[src/rtl/xoro_stream_checker_pkg.sv]
// Shared types and constants for the xoroshiro128+ stream checker.
package xoro_stream_checker_pkg;

    // Checker phases: seed load, expecting the low word, expecting the high word
    typedef enum logic [1:0] {
        LOAD   = 2'd0,
        EXP_LO = 2'd1,
        EXP_HI = 2'd2
    } state_t;

    // xoroshiro128+ rotation and shift amounts
    localparam int ROT_S0  = 24;
    localparam int SHIFT_T = 16;
    localparam int ROT_T   = 37;

    // Counter widths
    localparam int PAIR_W = 32;
    localparam int ERR_W  = 16;

    localparam logic [ERR_W-1:0] ERR_MAX = '1;

    // Rotate a 64-bit word left by a constant amount in 1..63
    function automatic logic [63:0] rotl64(input logic [63:0] x, input int n);
        return (x << n) | (x >> (64 - n));
    endfunction

endpackage

[src/rtl/xoro_stream_checker_step.sv]
// Combinational xoroshiro128+ step, shared by checker and generator designs.
module xoro_step
    import xoro_stream_checker_pkg::*;
(
    input  logic [63:0] s0,
    input  logic [63:0] s1,
    output logic [63:0] s0_next,
    output logic [63:0] s1_next,
    output logic [63:0] sum
);

    logic [63:0] t;

    // Output of the current state and the following state
    always_comb begin
        t       = s0 ^ s1;
        s0_next = rotl64(s0, ROT_S0) ^ t ^ (t << SHIFT_T);
        s1_next = rotl64(t, ROT_T);
        sum     = s0 + s1;
    end

endmodule

[config.mk]
export PLATFORM = sky130hd
export DESIGN_NAME = xoro_step
export DESIGN_NICKNAME = d
export VERILOG_FILES = /design/src/rtl/xoro_stream_checker_pkg.sv /design/src/rtl/xoro_stream_checker_step.sv
export SDC_FILE = /design/constraint.sdc
export NUM_CORES = 1
export LEC_CHECK = 0
export CORE_MARGIN = 10
export CORE_UTILIZATION = 39
export DETAILED_ROUTE_END_ITERATION = 6
export GPL_TIMING_DRIVEN = 0
export PLACE_DENSITY = 0.91
export SLEW_MARGIN = 0
export SYNTH_ARGS = -nofsm -noshare
export SYNTH_HDL_FRONTEND = slang
export SYNTH_SLANG_ARGS = --single-unit
[constraint.sdc]
create_clock -name vclk -period 6.4
set_clock_uncertainty 0.2 [all_clocks]
set_input_delay 1.92 -clock vclk [all_inputs]
set_output_delay 1.92 -clock vclk [all_outputs]
set_load 0.01 [all_outputs]
* After elaboration in Yosys (flattened, before gate mapping)
Cells that the tools add are included.
Word-level totals: bits in registers 0, input port bits 128, output and inout bits 192, logic and storage cells 6
Operators by class: add/sub/neg operators 1, bitwise gates (word level) 5
Operators with widths (count):
- XOR 64 bit | 3
- adder 64 bit | 1
- bitwise OR 64 x 24 -> 64 bit | 1
- bitwise OR 64 x 37 -> 64 bit | 1

* Longest topological paths before layout
Gate-level depths: netlist (run 1).
depth after elaboration 3, gate-level depth with buffers 11, gate-level depth less buffers 11

* Worst setup path after synthesis (run 1)
Ideal clock, no wire load.
path kind input to output, from input s0[0], to output sum[50], arrival 4.310 ns, data required time 4.280 ns, slack -0.030 ns, stages 11, buffers on the path 0, cells stage by stage ha_1 fa_1 a21o_1 a221oi_4 a21oi_2 o21ai_4 a211oi_4 a2111oi_4 o21a_2 o31ai_2 xor2_1
Between the ends: longest elaborated chain between the ends 1
RTL lines:
- start: declaration | line xoro_stream_checker_step.sv:5 | input logic [63:0] s0,
- adder 64 bit | line xoro_stream_checker_step.sv:19 | sum = s0 + s1;
- end: declaration | line xoro_stream_checker_step.sv:9 | output logic [63:0] sum
Every way passes these cells.

* Worst setup path in the final report (run 1)
Ends and elaborated chain as after synthesis.

==> flow_summary_export.csv, run 1 <==
group,metric,value,unit
floorplan,pin_count,320,
final_layout,seq_area,0,µm²
final_layout,area.growth.synth_to_final,120,%
logic_synthesis,netlist_instances,710,
flow_run,drv_cap,0,
final_layout,layout_common_cells,"clkdlybuf4s50_1, buf_4, xnor2_1",
detailed_routing,ant_nets,0,
global_routing,grt_first_pass_wirelength,50300,µm
floorplan,die-width,135,µm
power_and_ir_drop,internal_power,0.000906,W
logic_synthesis,synth_area,5170,µm²
worst_setup_path,required,4280,ps
floorplan,rows,42,
global_routing,grt_pass1_vias,8362,
timing,fin_ws,-482,ps
logic_synthesis,synth.net_count,902,
min_path,min_path_type,"input pin to output pin",
detailed_routing,drtPass1Iterations,7,
worst_setup_path,slowest_delay,360,ps
timing,max_freq,0.145,GHz
power_and_ir_drop,p_comb_share,100.0,%
worst_setup_path,crit_path_cell_trace,"buf_8 > ha_4 > fa_2 > a21o_1 > a221oi_4 > a21oi_4 > o21ai_4 > a211oi_4 > a2111oi_4 > o21a_2 > buf_6 > o31ai_4 > xor2_1 > buf_2",
floorplan,core,13100,µm²
detailed_routing,routed_wl,40200,µm
global_routing,antenna_found_initial,1,
worst_setup_path,cp.arrival,4760,ps
timing,relSlewSlack,56.4,%
logic_synthesis,synth-compound-area-share,31.6,%
run_status,status,"complete, but fails checks",
final_layout,post_route_cells_drive_above_1_share,45.5,%
final_layout,clockBufferCount,0,
logic_synthesis,synth.distinct_cells,73,
final_layout,fillers,633,
final_layout,n_sequential_cell,0,
detailed_routing,wl_per_cell,29.8,µm
timing,rsz0062_at_grt,"yes",
final_layout,final_common_cell,"clkdlybuf4s50_1",
timing,tightest_slew,650,ps
detailed_routing,route.detailed.drc,25,
timing,setup_viol_count_final,38,
placement,globalplace.congestion,0.997,
cts,holdBufCountCts,0,
detailed_routing,num_vias,8619,
logic_synthesis,synth.area.mux_share,0.387,%
global_routing,overflow,0,
global_routing,grtUsageTotal,35.2,%
logic_synthesis,synth_fa_ha_area_share,15.6,%
run_status,violations,"DRC, setup timing",
power_and_ir_drop,p_per_area,160,nW/µm²
placement,portBuffers,320,
placement,pre_cts_ws,-1430,ps
logic_synthesis,avgSynthCellArea,7.29,µm²
worst_setup_path,start_kind,"input pin",
power_and_ir_drop,switching_share,50.3,%
timing,period_share,108,%
floorplan,die_area,18300,µm²
logic_synthesis,synth-xor-area-share,29.1,%
logic_synthesis,yosys_warnings,0,
final_layout,layout.nets,1368,
floorplan,die_y,135,µm
floorplan,initial_utilization,39.4,%
power_and_ir_drop,finalPower,0.00182,W
detailed_routing,viasPerCell,6.38,
timing,hold_viol_final,0,
power_and_ir_drop,p_sw,0.000916,W
detailed_routing,drt_iter0_drc,1220,
logic_synthesis,synth_top_family_by_area,"compound AO/OA/AOI/OAI gates",
power_and_ir_drop,clkPwrFrac,0,%
timing,min_period,6880,ps
power_and_ir_drop,leakage,4.79,nW
timing,maxSlewViolCount,0,
final_layout,multi_input_area,6440,µm²
worst_setup_path,crit_type,"input pin to output pin",
global_routing,grt_max_degree,12,
placement,hpwl,24700,µm
logic_synthesis,synth-seq-area-share,0,%
power_and_ir_drop,seqPwrFrac,0,%
worst_setup_path,cp_num_buf_inv,3,
worst_setup_path,endpoint_kind,"output pin",
logic_synthesis,synth-simple-area-share,15.6,%
worst_setup_path,critPathMaxFanout,3,
worst_setup_path,crit_family,"compound AO/OA/AOI/OAI gates",
worst_setup_path,crit_path_top_delay_cell,"fa_2",
power_and_ir_drop,ir_worst_vdd,109,µV
==> power by group through the flow <==
stage	Combinational [W]	Sequential (W)	Clock [W]
3_5_place_dp	0.00139	0	0
4_1_cts	0.00160	0	0
3_3_place_gp	0.00138	0	0
5_1_grt	0.00187	0	0.0000000000209
6_report	0.00182	0	0.0000000000209
2_1_floorplan	0.000670	0	0
==> cell families after synthesis <==
group,Yosys count
AOI/OAI and AO/OA,231
xor gates and xnor gates,172
adders and majority gates,64
buffers and inverters,75
muxes,2
and+or+nand+nor,166
==> timing repair <==
| action | CTS | global route |
|---|---|---|
| pin swaps | 113 | 128 |
| gates resized for setup | 636 | 211 |
| setup endpoints to repair | 60 | 51 |
| buffers inserted | 120 | 66 |
==> per-stage QoR <==
| step | TNS, ps | instances | instance area (µm²) | util, % | hold WS [ps] |
|---|---|---|---|---|---|
| after global routing | -10820 | 1351 | 11400 | 86.5 | 4190 |
| after CTS | -4270 | 1298 | 10600 | 80.3 | 4310 |
| after floorplan | 0 | 710 | 5180 | - | 3720 |
| after global placement | -52190 | 1206 | 8600 | 65.5 | 4680 |
| after detailed placement | -52750 | 1206 | 8600 | 65.5 | 4690 |
| final | -8890 | 1351 | 11400 | 86.5 | 4150 |
==> metal layers <==
metal | global-route usage, % | vias up | wire length [µm]
met5 | 0 | - | 0
met4 | 23.6 | 0 | 4020
met3 | 8.72 | 321 | 4910
met2 | 60.5 | 898 | 18200
met1 | 37.4 | 3930 | 13100
li1 | - | 3470 | -
==> cells in the mapped netlist, types with 2 or more instances <==
cell | count | area [µm²]
nand3_1 | 16 | 80.1
buf_2 | 15 | 75.1
nor3_1 | 13 | 65.1
and4_1 | 2 | 17.5
o21ai_0 | 27 | 135
o211a_1 | 2 | 20.0
nand2_2 | 2 | 12.5
nand4_1 | 13 | 81.3
nand2b_1 | 6 | 37.5
o21a_1 | 8 | 60.1
nor2b_1 | 3 | 18.8
o21ai_2 | 2 | 17.5
buf_6 | 6 | 67.6
a21oi_2 | 5 | 43.8
xor2_1 | 40 | 350
a2111oi_4 | 2 | 55.1
o21ai_1 | 9 | 45.0
and3_1 | 6 | 37.5
o2111ai_1 | 2 | 17.5
inv_1 | 15 | 56.3
o31ai_1 | 4 | 30.0
a211oi_1 | 5 | 37.5
nor4_1 | 3 | 18.8
a21oi_1 | 73 | 365
nor2_1 | 36 | 135
nand2_1 | 54 | 203
o211ai_1 | 3 | 22.5
and2_1 | 2 | 12.5
a21o_1 | 37 | 278
buf_4 | 13 | 97.6
mux2i_1 | 2 | 20.0
o31ai_2 | 2 | 25.0
or3_1 | 2 | 12.5
a31oi_1 | 10 | 62.6
clkbuf_1 | 24 | 90.1
ha_1 | 63 | 788
xnor2_1 | 132 | 1160
o21bai_1 | 14 | 105
a21boi_0 | 3 | 22.5
==> cell type report <==
cell class / instances / share of cell area, %
repair buffers: 503 / 38.6
multi-input cells: 635 / 56.7
well taps: 176 / 1.94
plain buffers: 20 / 2.30
inverters: 16 / 0.528
diodes: 1 / 0.0220
==> tightest hold or removal path, stage by stage <==
cell	delay, ps
buf_2	100
ha_4	190
xnor2_1	80
buf_2	140
==> worst paths after layout <==
check,slack (ps),from,endpoint,cells after the start
max,-480,s0[0],sum[50],14
min,4150,s1[10],sum[10],4
Power figures use the tool's default switching activity.
==> run 2: changes to the inputs <==
Settings changed: SETUP_SLACK_MARGIN from default to 0.15, TNS_END_PERCENT from default to 50.
Clock period 6.4 ns to 7.7 ns, I/O delays scaled along.
==> run 2 against run 1 <==
Against the previous run:
- the run now ends clean
- global-route usage decreased by 1.7 points
- critical path depth decreased by 2
- wire length fell by 7.4%
- cell count decreased by 2.1%
- first-iteration DRC count decreased by 31%
- final area shrank 5.7%
- power decreased by 22%
- worst setup slack better by 520 ps
- non-clock buffer count shrank 29
- die area did not move
- combinational power decreased by 22%
- clock-buffer cell count unchanged
- critical endpoint is now sum[39]
==> flow_summary_export.csv, run 2 (synthesis gave the netlist of run 1 again) <==
group,metric,value,unit
timing,hold_viol_final,0,
final_layout,multi_input_area,5900,µm²
final_layout,n_sequential_cell,0,
flow_run,drv_cap,0,
final_layout,final_common_cell,"clkdlybuf4s50_1",
placement,hpwl,25300,µm
global_routing,overflow,0,
worst_setup_path,start_kind,"input pin",
final_layout,layout.nets,1339,
placement,globalplace.congestion,0.993,
worst_setup_path,cp.arrival,5150,ps
detailed_routing,routed_wl,37300,µm
floorplan,core,13100,µm²
worst_setup_path,endpoint_kind,"output pin",
placement,portBuffers,320,
global_routing,grtUsageTotal,33.5,%
final_layout,fin_util,81.6,%
floorplan,initial_utilization,39.4,%
timing,min_period,7660,ps
floorplan,die_area,18300,µm²
run_status,status,"complete, no violations",
final_layout,clockBufferCount,0,
final_layout,layout_common_cells,"clkdlybuf4s50_1, xnor2_1, buf_4",
global_routing,grt_first_pass_wirelength,48100,µm
timing,tightest_slew,556,ps
detailed_routing,drtPass1Iterations,5,
final_layout,area.growth.synth_to_final,107,%
floorplan,die_y,135,µm
global_routing,antenna_found_initial,1,
worst_setup_path,crit_type,"input pin to output pin",
worst_setup_path,critPathMaxFanout,7,
final_layout,fillers,769,
detailed_routing,viasPerCell,6.17,
final_layout,seq_area,0,µm²
timing,rsz0062_at_grt,"yes",
global_routing,grt_pass1_vias,7820,
floorplan,die-width,135,µm
timing,setup_viol_count_final,0,
detailed_routing,drt_iter0_drc,844,
timing,relSlewSlack,62.8,%
cts,holdBufCountCts,0,
timing,max_freq,0.131,GHz
final_layout,post_route_cells_drive_above_1_share,34.4,%
placement,pre_cts_ws,-900,ps
timing,fin_ws,42.4,ps
power_and_ir_drop,ir_worst_vdd,91.1,µV
min_path,min_path_type,"input pin to output pin",
detailed_routing,ant_nets,0,
floorplan,pin_count,320,
global_routing,grt_max_degree,11,
worst_setup_path,required,5190,ps
timing,period_share,99.4,%
floorplan,rows,42,
power_and_ir_drop,leakage,4.48,nW
timing,worst_hold_slack,5120,ps
timing,maxSlewViolCount,0,
power_and_ir_drop,p_per_area,133,nW/µm²
detailed_routing,route.detailed.drc,0,
detailed_routing,wl_per_cell,28.2,µm
detailed_routing,num_vias,8154,
==> run 2: cell types whose count changed in the layout (fill, tap and decap cells not counted), sizes merged <==
cell	delta
clkdlybuf4s15	+2
dlymetal6s2s	-4
buf	-97
dlygate4sd2	+24
clkbuf	+26
clkdlybuf4s50	+20
==> run 2: worst paths after layout <==
path / start / end / slack, ps / cells after the start
setup / recovery: s1[3] / sum[39] / 40 / 12
hold / removal: s1[48] / sum[48] / 5120 / 5
==> run 2: cell type report <==
| class | instances | area share [%] |
|---|---|---|
| timing repair buffer | 435 | 36.3 |
| inverter | 16 | 0.560 |
| tap | 176 | 2.05 |
| antenna | 1 | 0.0233 |
| multi-input combinational | 635 | 55.1 |
| buffer | 59 | 5.99 |
==> run 2: routing by layer <==
metal	routed length, µm	track usage, %	up-vias
met5	0	0	-
met4	2770	13.1	0
met3	4060	7.49	212
met2	17400	58.9	712
met1	13000	38.3	3840
li1	-	-	3390
==> run 2: report_power, final <==
group              internal, W  switching (W)  leakage (nW)         total, W
registers                    0              0             0                0
clock network  0.0000000000174              0    0.00000634  0.0000000000174
logic                 0.000714       0.000707          4.48          0.00142
total                 0.000714       0.000707          4.48          0.00142
==> run 2: stage by stage <==
step | power [W] | instances | instance area [µm²] | TNS (ps)
6_report | 0.00142 | 1322 | 10700 | 0
5_1_grt | 0.00147 | 1322 | 10700 | -45.5
4_1_cts | 0.00127 | 1272 | 9980 | 0
3_5_place_dp | 0.00116 | 1206 | 8600 | -26820
3_3_place_gp | 0.00115 | 1206 | 8600 | -27030
2_1_floorplan | 0.000556 | 710 | 5170 | 0
==> run 2: critical path: stages <==
cell and delay [ps]:
clkdlybuf4s15_1 250, ha_4 300, buf_8 130, nand4_1 130
a21oi_4 70, o31ai_4 320, a21oi_2 120, buf_4 140
or3_1 410, a21oi_1 190, xnor2_1 150, clkdlybuf4s50_1 600
==> run 2: timing repair <==
action,CTS,global route
gates resized for setup,371,234
gates cloned,0,1
setup endpoints to repair,51,40
buffers inserted,66,48
pin swaps,75,90
==> run 3: changes to the inputs <==
Settings changed: ABC_AREA from default to 1, CORE_ASPECT_RATIO from default to 1.1, CORE_UTILIZATION 39 to 45, PLACE_DENSITY 0.91 to 0.92.
==> run 3 against run 2 <==
Against the previous run:
- utilization is 10 points lower
- wire length is 4.8% higher
- cell count is 48% higher
- fmax is 2.0% higher
- first-iteration DRC count is 23% lower
- sequential share of layout area stayed put
- final area is 5.0% higher
- combinational power is 9% lower
- area after synthesis is 40% higher
==> flow_summary_export.csv, run 3 <==
group,metric,value,unit
run_status,status,"complete, no violations",
logic_synthesis,synthTopCellsByCount,"nand2_1, inv_1, nor2_1",
timing,setup_viol_count_final,0,
final_layout,n_antenna_cell,0,
detailed_routing,num_vias,10000,
timing,period_share,97.5,%
power_and_ir_drop,leakage,6.22,nW
global_routing,grt.busiest_layer,"met2",
timing,max_freq,0.133,GHz
logic_synthesis,synth_area,7220,µm²
global_routing,overflow,0,
timing,rsz0062_at_grt,"yes",
global_routing,grtUsageTotal,33.2,%
flow_run,drv_cap,0,
detailed_routing,drtPass1Iterations,5,
placement,pre_cts_ws,-154,ps
floorplan,pin_count,320,
final_layout,final_common_cell,"nand2_1",
logic_synthesis,synth_top_family_by_area,"simple AND/OR/NAND/NOR gates",
cts,holdBufCountCts,0,
floorplan,core,15700,µm²
floorplan,die_y,153,µm
power_and_ir_drop,p_per_area,115,nW/µm²
final_layout,post_route_cells_drive_above_1_share,9.82,%
timing,tightest_slew,579,ps
logic_synthesis,synth-simple-area-share,47.8,%
logic_synthesis,avgSynthCellArea,5.02,µm²
timing,fin_tns_setup,0,ps
final_layout,layout_common_cells,"nand2_1, inv_1, clkdlybuf4s50_1",
placement,portBuffers,320,
floorplan,initial_utilization,45.9,%
global_routing,use_met1,37.5,%
floorplan,die_area,21500,µm²
global_routing,globalRouteMet2Util,56.6,%
detailed_routing,drt_iter0_drc,651,
final_layout,seq_area,0,µm²
logic_synthesis,synth-seq-area-share,0,%
logic_synthesis,synth_fa_ha_area_share,11.2,%
logic_synthesis,yosys_warnings,0,
floorplan,rows,48,
worst_setup_path,cp.arrival,4990,ps
floorplan,die-width,141,µm
global_routing,antenna_found_initial,0,
power_and_ir_drop,ir_worst_vdd,80.3,µV
worst_setup_path,start_kind,"input pin",
logic_synthesis,synth-compound-area-share,3.33,%
detailed_routing,wl_per_cell,19.9,µm
detailed_routing,route.detailed.drc,0,
logic_synthesis,yosys.area.top_type_share,30.6,%
global_routing,grt_first_pass_wirelength,56100,µm
timing,fin_ws,196,ps
global_routing,grt_pass1_vias,9572,
worst_setup_path,critPathMaxFanout,4,
detailed_routing,routed_wl,39000,µm
logic_synthesis,netlist_instances,1438,
placement,globalplace.congestion,1.08,
min_path,min_path_type,"input pin to output pin",
final_layout,fin_util,71.5,%
worst_setup_path,crit_type,"input pin to output pin",
logic_synthesis,synth.distinct_cells,28,
detailed_routing,ant_nets,0,
final_layout,clockBufferCount,0,
timing,maxSlewViolCount,0,
global_routing,met3_usage,7.75,%
global_routing,grt_max_degree,9,
timing,min_period,7500,ps
final_layout,n_sequential_cell,0,
logic_synthesis,synth-xor-area-share,17.5,%
worst_setup_path,endpoint,"sum[62]",
final_layout,layout.nets,1956,
logic_synthesis,synth.net_count,1630,
timing,worst_hold_slack,5280,ps
logic_synthesis,synth.area.mux_share,0,%
logic_synthesis,yosys-top-cells-area,"nand2_1, inv_1, ha_1, xor2_1, xnor2_1",
logic_synthesis,synth_top_area_cell,"nand2_1",
logic_synthesis,yosysMostFrequentCell,"nand2_1",
worst_setup_path,required,5190,ps
worst_setup_path,critPathLaunch,"s1[0]",
worst_setup_path,endpoint_kind,"output pin",
timing,relSlewSlack,61.2,%
timing,hold_viol_final,0,
final_layout,area.growth.synth_to_final,55.8,%
detailed_routing,viasPerCell,5.11,
final_layout,final_cell_count_no_fill,1962,
placement,hpwl,33900,µm
placement,dpl.cell_count,1958,
==> run 3: cell types whose count changed after synthesis, moves of 36 or more <==
cell,previous run,this run
xnor2_1,132,68
inv_1,15,315
xor2_1,40,76
a21o_1,37,0
nor2_1,36,101
nand2_1,54,589
==> run 3: metrics by stage <==
step	instance area (µm²)	power [W]
finish	11300	0.00129
global route	11300	0.00137
CTS	10800	0.00124
detailed placement	10700	0.00122
global placement	10700	0.00121
floorplan	7220	0.000591
==> run 3: layout make-up <==
class / count / area [µm²]
plain buffers: 34 / 297
fillers: 1414 / 4480
inverters: 321 / 1200
multi-input cells: 1083 / 6230
well taps: 200 / 250
repair buffers: 324 / 3280
==> run 3: cells by family after synthesis <==
kind of cell | Yosys count
xor gates and xnor gates | 144
and+or+nand+nor | 830
AOI/OAI and AO/OA | 45
adders and majority gates | 64
buffers and inverters | 355
==> run 3: layer usage <==
metal | up-vias | part of all wire [%]
li1 | 4865 | -
met1 | 4426 | 37
met2 | 608 | 47
met3 | 119 | 11
met4 | 0 | 5.7
met5 | - | 0
==> run 3: worst min-delay path by stage <==
stage	startpoint	endpoint	slack, ps	cells past startpoint
after floorplan	s0[40]	s0_next[0]	4500	1
after CTS	s0[0]	s1_next[37]	5450	3
after global placement	s0[54]	s0_next[14]	5470	3
final	s0[6]	s0_next[30]	5280	4
after detailed placement	s0[47]	s0_next[7]	5470	3
after global routing	s0[52]	s0_next[12]	5330	3
==> run 3: worst max-delay path: stages <==
cell and delay (ps):
clkdlybuf4s50_1 450, ha_4 200, fa_2 390, nand3_1 120, nand3_2 140, nand2_1 90
nand2_1 110, nand2_1 90, nand2_1 90, nand2_1 110, nand2_4 100, nand2_1 100
nand3_1 70, nand2_1 90, clkdlybuf4s50_1 540
==> run 3: report_power, final <==
part           internal [W]  switching (W)
sequential                0              0
clock                     0              0
combinational      0.000607       0.000684
total              0.000607       0.000684
==> run 3: repair_timing <==
item	4_1_cts	5_1_grt
setup buffers	2	2
pin swaps	2	3
gates resized for setup	24	101
endpoints found under the setup margin	23	40
